$ cat config.mk
export PLATFORM = sky130hd
export DESIGN_NAME = uart_tx_arbiter_flat
export DESIGN_NICKNAME = d
export VERILOG_FILES = /design/src/rtl/uart_tx_arbiter_if.sv /design/src/rtl/uart_tx_arbiter.sv /design/src/flat_wrapper.sv
export SDC_FILE = /design/constraint.sdc
export NUM_CORES = 1
export LEC_CHECK = 0
export CAP_MARGIN = 20
export CORE_UTILIZATION = 52
export CTS_CLUSTER_SIZE = 24
export DETAILED_ROUTE_END_ITERATION = 7
export PLACE_DENSITY_LB_ADDON = 0.08
export SLEW_MARGIN = 20
export SYNTH_ARGS = -nofsm -noshare
export SYNTH_HDL_FRONTEND = slang
export SYNTH_SLANG_ARGS = --single-unit
$ cat constraint.sdc
create_clock -name clock_i -period 3.64 [get_ports clock_i]
set_clock_uncertainty 0.1 [all_clocks]
set_input_delay 0.546 -clock clock_i [delete_from_list [all_inputs] [get_ports clock_i]]
set_output_delay 0.546 -clock clock_i [all_outputs]
set_load 0.01 [all_outputs]
$ cat src/rtl/uart_tx_arbiter_if.sv
// uart_tx_arbiter_if: requester byte bus plus serial-line status of uart_tx_arbiter.
interface uart_tx_arbiter_if #(parameter int NUM_REQ = 4);
   logic [NUM_REQ-1:0]   req;
   logic [NUM_REQ*8-1:0] data;
   logic [NUM_REQ-1:0]   grant;
   logic                 tx;
   logic                 busy;
   logic                 frame_done;
   modport master (output req, data, input grant, tx, busy, frame_done);
   modport slave (input req, data, output grant, tx, busy, frame_done);
endinterface

$ cat src/rtl/uart_tx_arbiter.sv
// uart_tx_arbiter: round-robin shared UART transmitter emitting 11-bit frames.
// Define UART_TX_PARITY_EN for even parity in bit 9; otherwise bit 9 is a second stop bit.
module uart_tx_arbiter #(
   parameter int NUM_REQ      = 4,
   parameter int CLKS_PER_BIT = 16
) (
   input logic              clock_i,
   input logic              reset_n_i,
   uart_tx_arbiter_if.slave bus
);
   localparam int PW = NUM_REQ > 1 ? $clog2(NUM_REQ) : 1;
   localparam int CW = $clog2(CLKS_PER_BIT);
   typedef enum logic {IDLE, SHIFT} state_t;
   state_t             state_q, state_d;
   logic [PW-1:0]      ptr_q, ptr_d, win, win_hi, win_lo;
   logic               hi;
   logic [10:0]        frame_q, frame_d;
   logic [3:0]         idx_q, idx_d;
   logic [CW-1:0]      cnt_q, cnt_d;
   logic [NUM_REQ-1:0] grant_q, grant_d;
   logic               tx_q, tx_d, busy_q, busy_d, done_q, done_d;
   logic [7:0]         byte_w;
   logic               par;
   // Winner is the lowest requester above the pointer, else the lowest overall (wrap).
   always_comb begin
      win_hi = '0;
      win_lo = '0;
      hi = 1'b0;
      byte_w = '0;
      for (int i = NUM_REQ - 1; i >= 0; i--) begin
         if (bus.req[i] && i > int'(ptr_q)) begin
            win_hi = PW'(i);
            hi = 1'b1;
         end
         if (bus.req[i]) win_lo = PW'(i);
      end
      win = hi ? win_hi : win_lo;
      for (int i = 0; i < NUM_REQ; i++)
         if (PW'(i) == win) byte_w = bus.data[8*i +: 8];
`ifdef UART_TX_PARITY_EN
      par = ^byte_w;
`else
      par = 1'b1;
`endif
   end
   always_comb begin
      state_d = state_q;
      ptr_d   = ptr_q;
      frame_d = frame_q;
      idx_d   = idx_q;
      cnt_d   = cnt_q;
      grant_d = '0;
      tx_d    = tx_q;
      busy_d  = busy_q;
      done_d  = 1'b0;
      if (state_q == IDLE) begin
         tx_d = 1'b1;
         if (|bus.req) begin
            frame_d = {1'b1, par, byte_w, 1'b0};
            grant_d = NUM_REQ'(1) << win;
            ptr_d   = win;
            tx_d    = 1'b0;
            busy_d  = 1'b1;
            idx_d   = '0;
            cnt_d   = '0;
            state_d = SHIFT;
         end
      end else if (cnt_q == CW'(CLKS_PER_BIT - 1)) begin
         cnt_d = '0;
         if (idx_q == 4'd10) begin
            tx_d    = 1'b1;
            busy_d  = 1'b0;
            done_d  = 1'b1;
            state_d = IDLE;
         end else begin
            idx_d = idx_q + 4'd1;
            tx_d  = frame_q[idx_q + 4'd1];
         end
      end else begin
         cnt_d = cnt_q + CW'(1);
      end
   end
   always_ff @(posedge clock_i or negedge reset_n_i) begin
      if (!reset_n_i) begin
         state_q <= IDLE;
         ptr_q   <= PW'(NUM_REQ - 1);
         frame_q <= '1;
         idx_q   <= '0;
         cnt_q   <= '0;
         grant_q <= '0;
         tx_q    <= 1'b1;
         busy_q  <= 1'b0;
         done_q  <= 1'b0;
      end else begin
         state_q <= state_d;
         ptr_q   <= ptr_d;
         frame_q <= frame_d;
         idx_q   <= idx_d;
         cnt_q   <= cnt_d;
         grant_q <= grant_d;
         tx_q    <= tx_d;
         busy_q  <= busy_d;
         done_q  <= done_d;
      end
   end
   assign bus.grant      = grant_q;
   assign bus.tx         = tx_q;
   assign bus.busy       = busy_q;
   assign bus.frame_done = done_q;
endmodule
$ cat src/flat_wrapper.sv
// flat-port wrapper written by rule: the top's interface ports become plain ports
module uart_tx_arbiter_flat 
#(
   parameter int NUM_REQ      = 4,
   parameter int CLKS_PER_BIT = 16
)
  (clock_i, reset_n_i, bus_req, bus_data, bus_grant, bus_tx, bus_busy, bus_frame_done);
  uart_tx_arbiter_if #(.NUM_REQ(NUM_REQ)) bus_i ();
  input logic clock_i;
  input logic reset_n_i;
  input wire logic [$bits(bus_i.req)-1:0] bus_req;
  input wire logic [$bits(bus_i.data)-1:0] bus_data;
  output wire logic [$bits(bus_i.grant)-1:0] bus_grant;
  output wire logic [$bits(bus_i.tx)-1:0] bus_tx;
  output wire logic [$bits(bus_i.busy)-1:0] bus_busy;
  output wire logic [$bits(bus_i.frame_done)-1:0] bus_frame_done;
  assign bus_i.req = bus_req;
  assign bus_i.data = bus_data;
  assign bus_grant = bus_i.grant;
  assign bus_tx = bus_i.tx;
  assign bus_busy = bus_i.busy;
  assign bus_frame_done = bus_i.frame_done;
  uart_tx_arbiter #(.NUM_REQ(NUM_REQ), .CLKS_PER_BIT(CLKS_PER_BIT)) u_core (.clock_i(clock_i), .reset_n_i(reset_n_i), .bus(bus_i));
endmodule
Yosys cells after proc, flatten, opt, wreduce, memory -nomap -nowiden
Cells that the tools add are included.
{"block": "totals", "register_bits": 27, "elab_cells": 74}
{"block": "classes", "add_sub_neg": 2, "n_lt_le_gt_ge": 4, "eq_ne": 8, "n_shift": 1, "muxes": 40, "n_bitwise": 1, "n_reduce_logical": 9}
{"op": "4-bit two-way mux", "n": 8}
{"op": "8-bit two-way mux", "n": 4}
{"op": "1-bit two-way mux", "n": 19}
{"op": "2-bit two-way mux", "n": 8}
{"op": "4-bit by 1-bit adder with 4-bit output (second input constant)", "n": 2}
{"op": "4-bit equality test (second input constant)", "n": 2}
{"op": "2-bit != test (second input constant)", "n": 3}
{"op": "3-bit AND reduction", "n": 2}
{"op": "4-bit by 5-bit < comparator with 1-bit output (second input constant)", "n": 1}
{"op": "1-bit binary-select mux with 4-bit select", "n": 1}
{"op": "2-bit equality test (first input constant)", "n": 2}
{"op": "2-bit greater-than comparator (first input constant)", "n": 2}
{"op": "4-bit OR reduction", "n": 1}
{"op": "1-bit by 2-bit left shift with 4-bit output (first input constant)", "n": 1}
{"op": "1-bit logical AND", "n": 3}
{"op": "1-bit by 2-bit equality test with 1-bit output (first input constant)", "n": 1}
{"op": "1-bit by 2-bit greater-than comparator with 1-bit output (first input constant)", "n": 1}
{"op": "2-bit logical NOT", "n": 1}
{"op": "2-bit AND reduction", "n": 1}
{"op": "2-bit nonzero test", "n": 1}
{"op": "1-bit inverter", "n": 1}

Logic depth before layout (Yosys ltp)
Gate-level depths: netlist of the first run.
{"block": "logic_depth", "word_depth": 11, "depth_mapped": 8, "mapped_depth_nobuf": 7}

Worst setup path before layout of the first run
OpenSTA, ideal clock, no wires.
{"block": "synth_path", "path_type": "input to register", "startpoint": "in bus_req[0]", "endpoint": "reg u_core.frame_q[1]", "arrival_time_ns": 1.826, "setup_slack_ns": 1.641, "path_stages": 7, "path_buffers": 2, "path_cell_list": "buf_4 > or2_4 > a311oi_4 > buf_6 > nand2_1 > mux2_2 > a21oi_1"}
{"block": "synth_via", "elab_chain_cells": 7, "word_cells_on_any_way": 12}
{"item": "start, declared", "line": "flat_wrapper.sv:11", "text": "input wire logic [$bits(bus_i.req)-1:0] bus_req;"}
{"item": "2-bit two-way mux", "line": "uart_tx_arbiter.sv:35", "text": "if (bus.req[i]) win_lo = PW'(i);"}
{"item": "2-bit two-way mux", "line": "uart_tx_arbiter.sv:37", "text": "win = hi ? win_hi : win_lo;"}
{"item": "2-bit logical NOT", "line": "uart_tx_arbiter.sv:39", "text": "if (PW'(i) == win) byte_w = bus.data[8*i +: 8];"}
{"item": "8-bit two-way mux (4 in series)", "line": "uart_tx_arbiter.sv:39"}
{"item": "end signal, assigned", "line": "uart_tx_arbiter.sv:97", "text": "frame_q <= frame_d;"}
{"item": "end, declared", "line": "uart_tx_arbiter.sv:17", "text": "logic [10:0] frame_q, frame_d;"}
Parallel ways exist; a longest one is shown, timed or not.
A chain may end at the register's enable or synchronous reset.

Worst setup path after layout of the first run
{"block": "layout_path", "startpoint": "in bus_req[0]", "endpoint": "reg u_core.frame_q[7]"}
Same word-level chain as after synthesis.

==> metrics.yaml, run 1 <==
job:
  maxCapViolCount: 0
power:
  pwr_density_cell_nw_per_um2: 397
  leakage_nw: 0.856
  peakVddDrop_mv: 0.241
placement:
  hpwl_um: 2850
  pre_cts_ws_ns: 0.906
  placement.io_buffers: 44
  gp_congestion: 0.881
sta:
  max_slew_margin: 0.413
  drv_slew: 0
  worst_slew_pin_slew_ns: 0.878
  finalWorstSetupSlack_ns: 1.24
  period_share: 0.659
  fmax_ghz: 0.417
  setup_tns_ns: 0
  setup_violations: 0
  finalHoldViolations: 0
  fin_crit_ns: 2.40
  rsz0062_at_grt: "no"
critical_path:
  cp.arrival_ns: 2.57
  worst_setup_path_start_kind: "primary input"
  cp_data_required_time_ns: 3.81
  crit_chain: "clkdlybuf4s50_1 -> nand2_1 -> a32oi_2 -> nand2_2 -> mux2_1 -> a221o_1"
  cp_max_fo: 9
  cp-end-kind: "register"
  cpPeakStageDelay_ns: 0.65
  path_class: "in2reg"
  slowest_stage: "clkdlybuf4s50_1"
  reg2reg_depth: 5
status:
  status: "finished clean"
global_route:
  grt_start_max_net_pins: 20
  overflow: 0
  antenna_found_initial: 0
  track_usage: 0.231
  grt_pass1_wl_um: 6110
  first_global_vias: 1373
die:
  fp-row-count: 20
  fp.dieArea_sq_um: 3480
  io_pins: 45
  die_height_um: 59.0
  die_x_um: 59.0
  core_sq_um: 3080
  initial_utilization: 0.549
cts:
  clockBufferDepth: 2
  htree_num_levels: 1
  clkSinkCount: 27
  clkSlewWorstSetupHoldPaths_ns: 0.14
  root_buffer: "clkbuf_4"
  post-cts-setup-buffers: 0
  cts_hold_buf: 0
  ctsResizeCount: 0
  cts_tree: "built"
  numCtsBuffers: 3
  clock_latency_ns: 0.33
logic_synthesis:
  avgSynthCellArea_sq_um: 9.23
  synth-main-ff-cell: "dfrtp_1"
  yosysWarnings: 0
  async_reset_ff_frac: 1.00
  ys_types: 45
  ys_seq_elements: 27
  yosysSeqAreaShare: 0.409
  syn_nets: 224
  syn_inst: 183
  syn-cell-area_sq_um: 1690
  synth_edf_count: 0
route:
  wire_per_inst_um: 14.0
  drtPass1Iterations: 4
  finalWirelength_um: 3740
  num_vias: 1487
  drc: 0
  viasPerCell: 5.57
  drt_iter0_markers: 64
  ant_nets: 0
hold_path:
  hold_path_depth: 1
  hold_class: "reg2reg"
final_layout:
  synthToLayoutAreaGrowth_pct: 27.9
  fillers: 243
  nets: 265
  layout-drive-gt1-share: 0.135
  final_common_cell: "clkdlybuf4s50_1"
  layout_common_cells: "clkdlybuf4s50_1 (44), nand2_1 (26), dfrtp_1 (15)"
  diodes: 0
  final_util: 0.702
state kept, by name, indices dropped and copies added, names as in the netlist:
| name | flops |
|---|---|
| u_core.cnt_q | 4 |
| u_core.frame_q | 9 |
| u_core.state_q | 1 |
| u_core.bus.tx | 1 |
| u_core.idx_q | 4 |
| u_core.bus.grant | 4 |
| u_core.ptr_q | 2 |
| u_core.bus.frame_done | 1 |
| u_core.bus.busy | 1 |
final timing paths:
check,slack (ns),to,from
min in group asynchronous,0.59,u_core.bus.busy,reset_n_i
setup / recovery,1.24,u_core.frame_q[7],bus_req[0]
hold reg to reg,0.40,u_core.frame_q[0],u_core.frame_q[0]
hold / removal,0.40,u_core.frame_q[0],u_core.frame_q[0]
setup reg to reg,1.43,u_core.frame_q[7],u_core.ptr_q[1]
max in group asynchronous,2.11,u_core.frame_q[3],reset_n_i
worst max-delay path, delay by kind of cell:
family	cells	cell delay, ns
buf+inv	1	0.65
simple gates	2	0.36
mux	1	0.36
compound gates	2	0.66
Yosys cell counts, types with 2 or more instances:
cell type  instances  area share
buf_6              3       0.020
o21a_1             2      0.0089
nor2_1            14       0.031
and2_1             4       0.015
mux2i_1            2       0.012
a221oi_1           6       0.031
mux2_2             8       0.053
buf_2              2      0.0059
a221o_1            2       0.012
nor2b_1            5       0.019
nand4_1            2      0.0074
ha_1               3       0.022
nor3_1             3      0.0089
nand3_1            5       0.015
dfrtp_1           15        0.22
a211oi_1           2      0.0089
nand2_1           26       0.058
nor3b_1            2      0.0089
a21boi_0           3       0.013
o22ai_1            2      0.0074
clkbuf_1           3      0.0067
a22o_1             5       0.026
nand2b_1           3       0.011
a21oi_1           10       0.030
o21ai_0           14       0.041
dfstp_2           12        0.19
a21o_1             2      0.0089
mux2_1             2       0.013
inv_1              5       0.011
metrics by stage:
step / instance area (sq um) / hold WS [ns] / power (mW) / cells
6_report: 2160 / 0.405 / 0.857 / 267
5_1_grt: 2160 / 0.418 / 0.918 / 267
4_1_cts: 2160 / 0.407 / 0.862 / 267
3_5_place_dp: 2130 / 0.387 / 0.725 / 263
3_3_place_gp: 2130 / 0.384 / 0.712 / 263
2_1_floorplan: 1690 / 0.150 / 0.626 / 183
kinds of logic after synthesis:
kind of cell | count (synthesis) | synth area share
AO/OA/AOI/OAI | 55 | 0.236
XOR/XNOR | 2 | 0.0104
adder cells (fa/ha/maj) | 3 | 0.0222
buffers and inverters | 15 | 0.0504
flip-flops | 27 | 0.409
multiplexers | 12 | 0.0785
AND/OR/NAND/NOR | 69 | 0.193
power breakdown:
part           internal, mW  leakage [nW]  switching (mW)  total, mW
Combinational         0.161         0.534           0.138      0.299
Clock                0.0421        0.0139          0.0915      0.134
Sequential            0.362         0.309          0.0616      0.424
routing by layer:
layer  vias up  part of all wire  track usage
met5         -                 0            0
met4         0            0.0064       0.0510
met3         4             0.042       0.0306
met2        47              0.46        0.385
met1       694              0.49        0.321
li1        742                 -            -
final cells by class:
cell class / instances / area (sq um) / area share
clock buffers: 3 / 22.5 / 0.0104
repair buffers: 45 / 448 / 0.207
flip-flops and latches: 27 / 691 / 0.320
well taps: 44 / 55.1 / 0.0255
multi-input cells: 141 / 913 / 0.423
inverters: 6 / 22.5 / 0.0104
clock inverters: 1 / 7.51 / 0.00348
Power figures use the tool's default switching activity.
==> inputs of run 2 (changes only) <==
- CORE_UTILIZATION: 52 -> 44
- clock period: 3.64 -> 2.12 ns (I/O delays scaled with it)
==> run 2 against run 1 <==
  * Flip-flop and latch count unchanged
  * Final cell count increased by 9.0%
  * Via count increased by 5.0%
  * Sequential power increased by 67%
  * Critical path depth increased by 1
  * Design area increased by 8.0%
  * Sequential share of layout area decreased by 2.4 points
  * Combinational power increased by 98%
==> metrics.yaml, run 2 (synthesized netlist as in run 1, its figures left out) <==
sta:
  drv_slew: 0
  finalWorstSetupSlack_ns: 0.130
  worst_slew_pin_slew_ns: 0.418
  fin_crit_ns: 1.99
  max_slew_margin: 0.721
  fmax_ghz: 0.503
  finalHoldViolations: 0
  setup_violations: 0
  hold_slack_ns: 0.314
  period_share: 0.939
  rsz0062_at_grt: "no"
final_layout:
  final_common_cell: "clkdlybuf4s50_1"
  synthToLayoutAreaGrowth_pct: 38.1
  nets: 285
  regMostFlops: "u_core.frame_q"
  layout_common_cells: "clkdlybuf4s50_1 (43), nand2_1 (26), buf_4 (21)"
  layout-drive-gt1-share: 0.202
  largest_reg_flops: 9
  diodes: 0
critical_path:
  path_buf_inv: 2
  r2r_slack_ns: 0.18
  crit_chain: "clkdlybuf4s50_1 -> or2_4 -> a311oi_4 -> buf_4 -> nand2_1 -> mux2_2 -> a21oi_1"
  cpPeakStageDelay_ns: 0.51
  cpLargestDelayFamily: "buffers and inverters"
  reg2reg_depth: 5
  r2r_end: "u_core.frame_q[7]"
  cp_data_required_time_ns: 2.23
  worst_setup_path_start_kind: "primary input"
  cp.arrival_ns: 2.10
  timing.rr.start: "u_core.ptr_q[0]"
  slowest_stage: "clkdlybuf4s50_1"
  cp_max_fo: 12
  cp-end-kind: "register"
  path_class: "in2reg"
global_route:
  track_usage: 0.222
  grt_start_max_net_pins: 28
  grt_pass1_wl_um: 7090
  first_global_vias: 1583
  overflow: 0
  antenna_found_initial: 0
cts:
  root_buffer: "clkbuf_8"
  cts_tree: "built"
  numCtsBuffers: 3
  htree_num_levels: 1
  clock_latency_ns: 0.27
  cts_hold_buf: 0
  clkSinkCount: 27
  post-cts-setup-buffers: 0
  clockBufferDepth: 2
  clkSlewWorstSetupHoldPaths_ns: 0.09
die:
  fp-row-count: 22
  fp.dieArea_sq_um: 4090
  die_height_um: 64.0
  io_pins: 45
  initial_utilization: 0.461
  core_sq_um: 3660
  die_x_um: 64.0
status:
  status: "finished clean"
route:
  drc: 0
  wire_per_inst_um: 14.3
  ant_nets: 0
  drt_iter0_markers: 74
  drtPass1Iterations: 4
  finalWirelength_um: 4150
  num_vias: 1561
  viasPerCell: 5.36
placement:
  pre_cts_ws_ns: -0.244
  hpwl_um: 3220
  gp_congestion: 0.813
  placement.io_buffers: 44
power:
  switching_share: 0.324
  clkPwrFrac: 0.184
  leakage_nw: 0.972
  p_int_mw: 1.08
  p_switching_mw: 0.516
  pwr_density_cell_nw_per_um2: 684
  power_frac_comb: 0.372
  peakVddDrop_mv: 0.325
  p_seq_frac: 0.444
job:
  maxCapViolCount: 0
hold_path:
  hold_class: "in2async"
## run 2: cell count changes in the layout (fill, tap and decap cells not counted), sizes merged
cell / delta
buf: +20
clkbuf: +1
clkdlybuf4s50: -1
clkinvlp: -1
dlymetal6s2s: +1
## run 2: area by class of cell
cell class	instances	area (sq um)
multi-input combinational	141	913
fill	323	1330
timing repair buffer	65	601
inverter	6	22.5
clock buffer	4	45.0
sequential	27	691
tap	48	60.1
## run 2: metrics by stage
| step | area [sq um] | cells | power [mW] | utilization | TNS [ns] |
|---|---|---|---|---|---|
| floorplan | 1690 | 183 | 1.08 | - | 0 |
| global placement | 2280 | 287 | 1.28 | 0.624 | -1.63 |
| detailed placement | 2280 | 287 | 1.31 | 0.624 | -2.48 |
| CTS | 2330 | 291 | 1.61 | 0.636 | 0 |
| global route | 2330 | 291 | 1.70 | 0.637 | 0 |
| finish | 2330 | 291 | 1.59 | 0.637 | 0 |
## run 2: worst max path at each step
stage	start	to	slack [ns]	depth (start not counted)
6_report	bus_req[1]	u_core.frame_q[8]	0.13	7
3_5_place_dp	bus_req[3]	u_core.frame_q[2]	-0.24	6
4_1_cts	bus_req[3]	u_core.frame_q[3]	0.06	6
2_1_floorplan	u_core.ptr_q[0]	u_core.frame_q[4]	0.21	6
3_3_place_gp	bus_req[3]	u_core.frame_q[5]	-0.16	6
5_1_grt	bus_req[1]	u_core.frame_q[8]	0.03	7
## run 2: metal layers
| layer | global-route usage | part of all wire | vias up |
|---|---|---|---|
| met5 | 0 | 0 | - |
| met4 | 0.0568 | 0.0084 | 0 |
| met1 | 0.277 | 0.46 | 734 |
| li1 | - | - | 786 |
| met2 | 0.382 | 0.49 | 37 |
| met3 | 0.0554 | 0.044 | 4 |
## run 2: worst reg2reg max path, stage by stage, from the launching register on
cell and delay (ns):
dfstp_2 0.64, o22ai_1 0.14, a32oi_2 0.23, nand2_2 0.11, mux2_1 0.33, a221o_1 0.32
## run 2: timing repair
| item | in CTS | in global routing |
|---|---|---|
| endpoints found under the setup margin | 0 | 6 |
| hold endpoints to repair | 0 | 0 |
| gates resized for setup | 0 | 1 |
## run 2: power by group through the flow
| stage | sequential [mW] | combinational, mW | clock, mW |
|---|---|---|---|
| after CTS | 0.708 | 0.597 | 0.304 |
| after detailed placement | 0.715 | 0.595 | 0 |
| final | 0.709 | 0.593 | 0.293 |
| after floorplan | 0.688 | 0.387 | 0 |
| after global placement | 0.709 | 0.571 | 0 |
| after global routing | 0.722 | 0.651 | 0.327 |
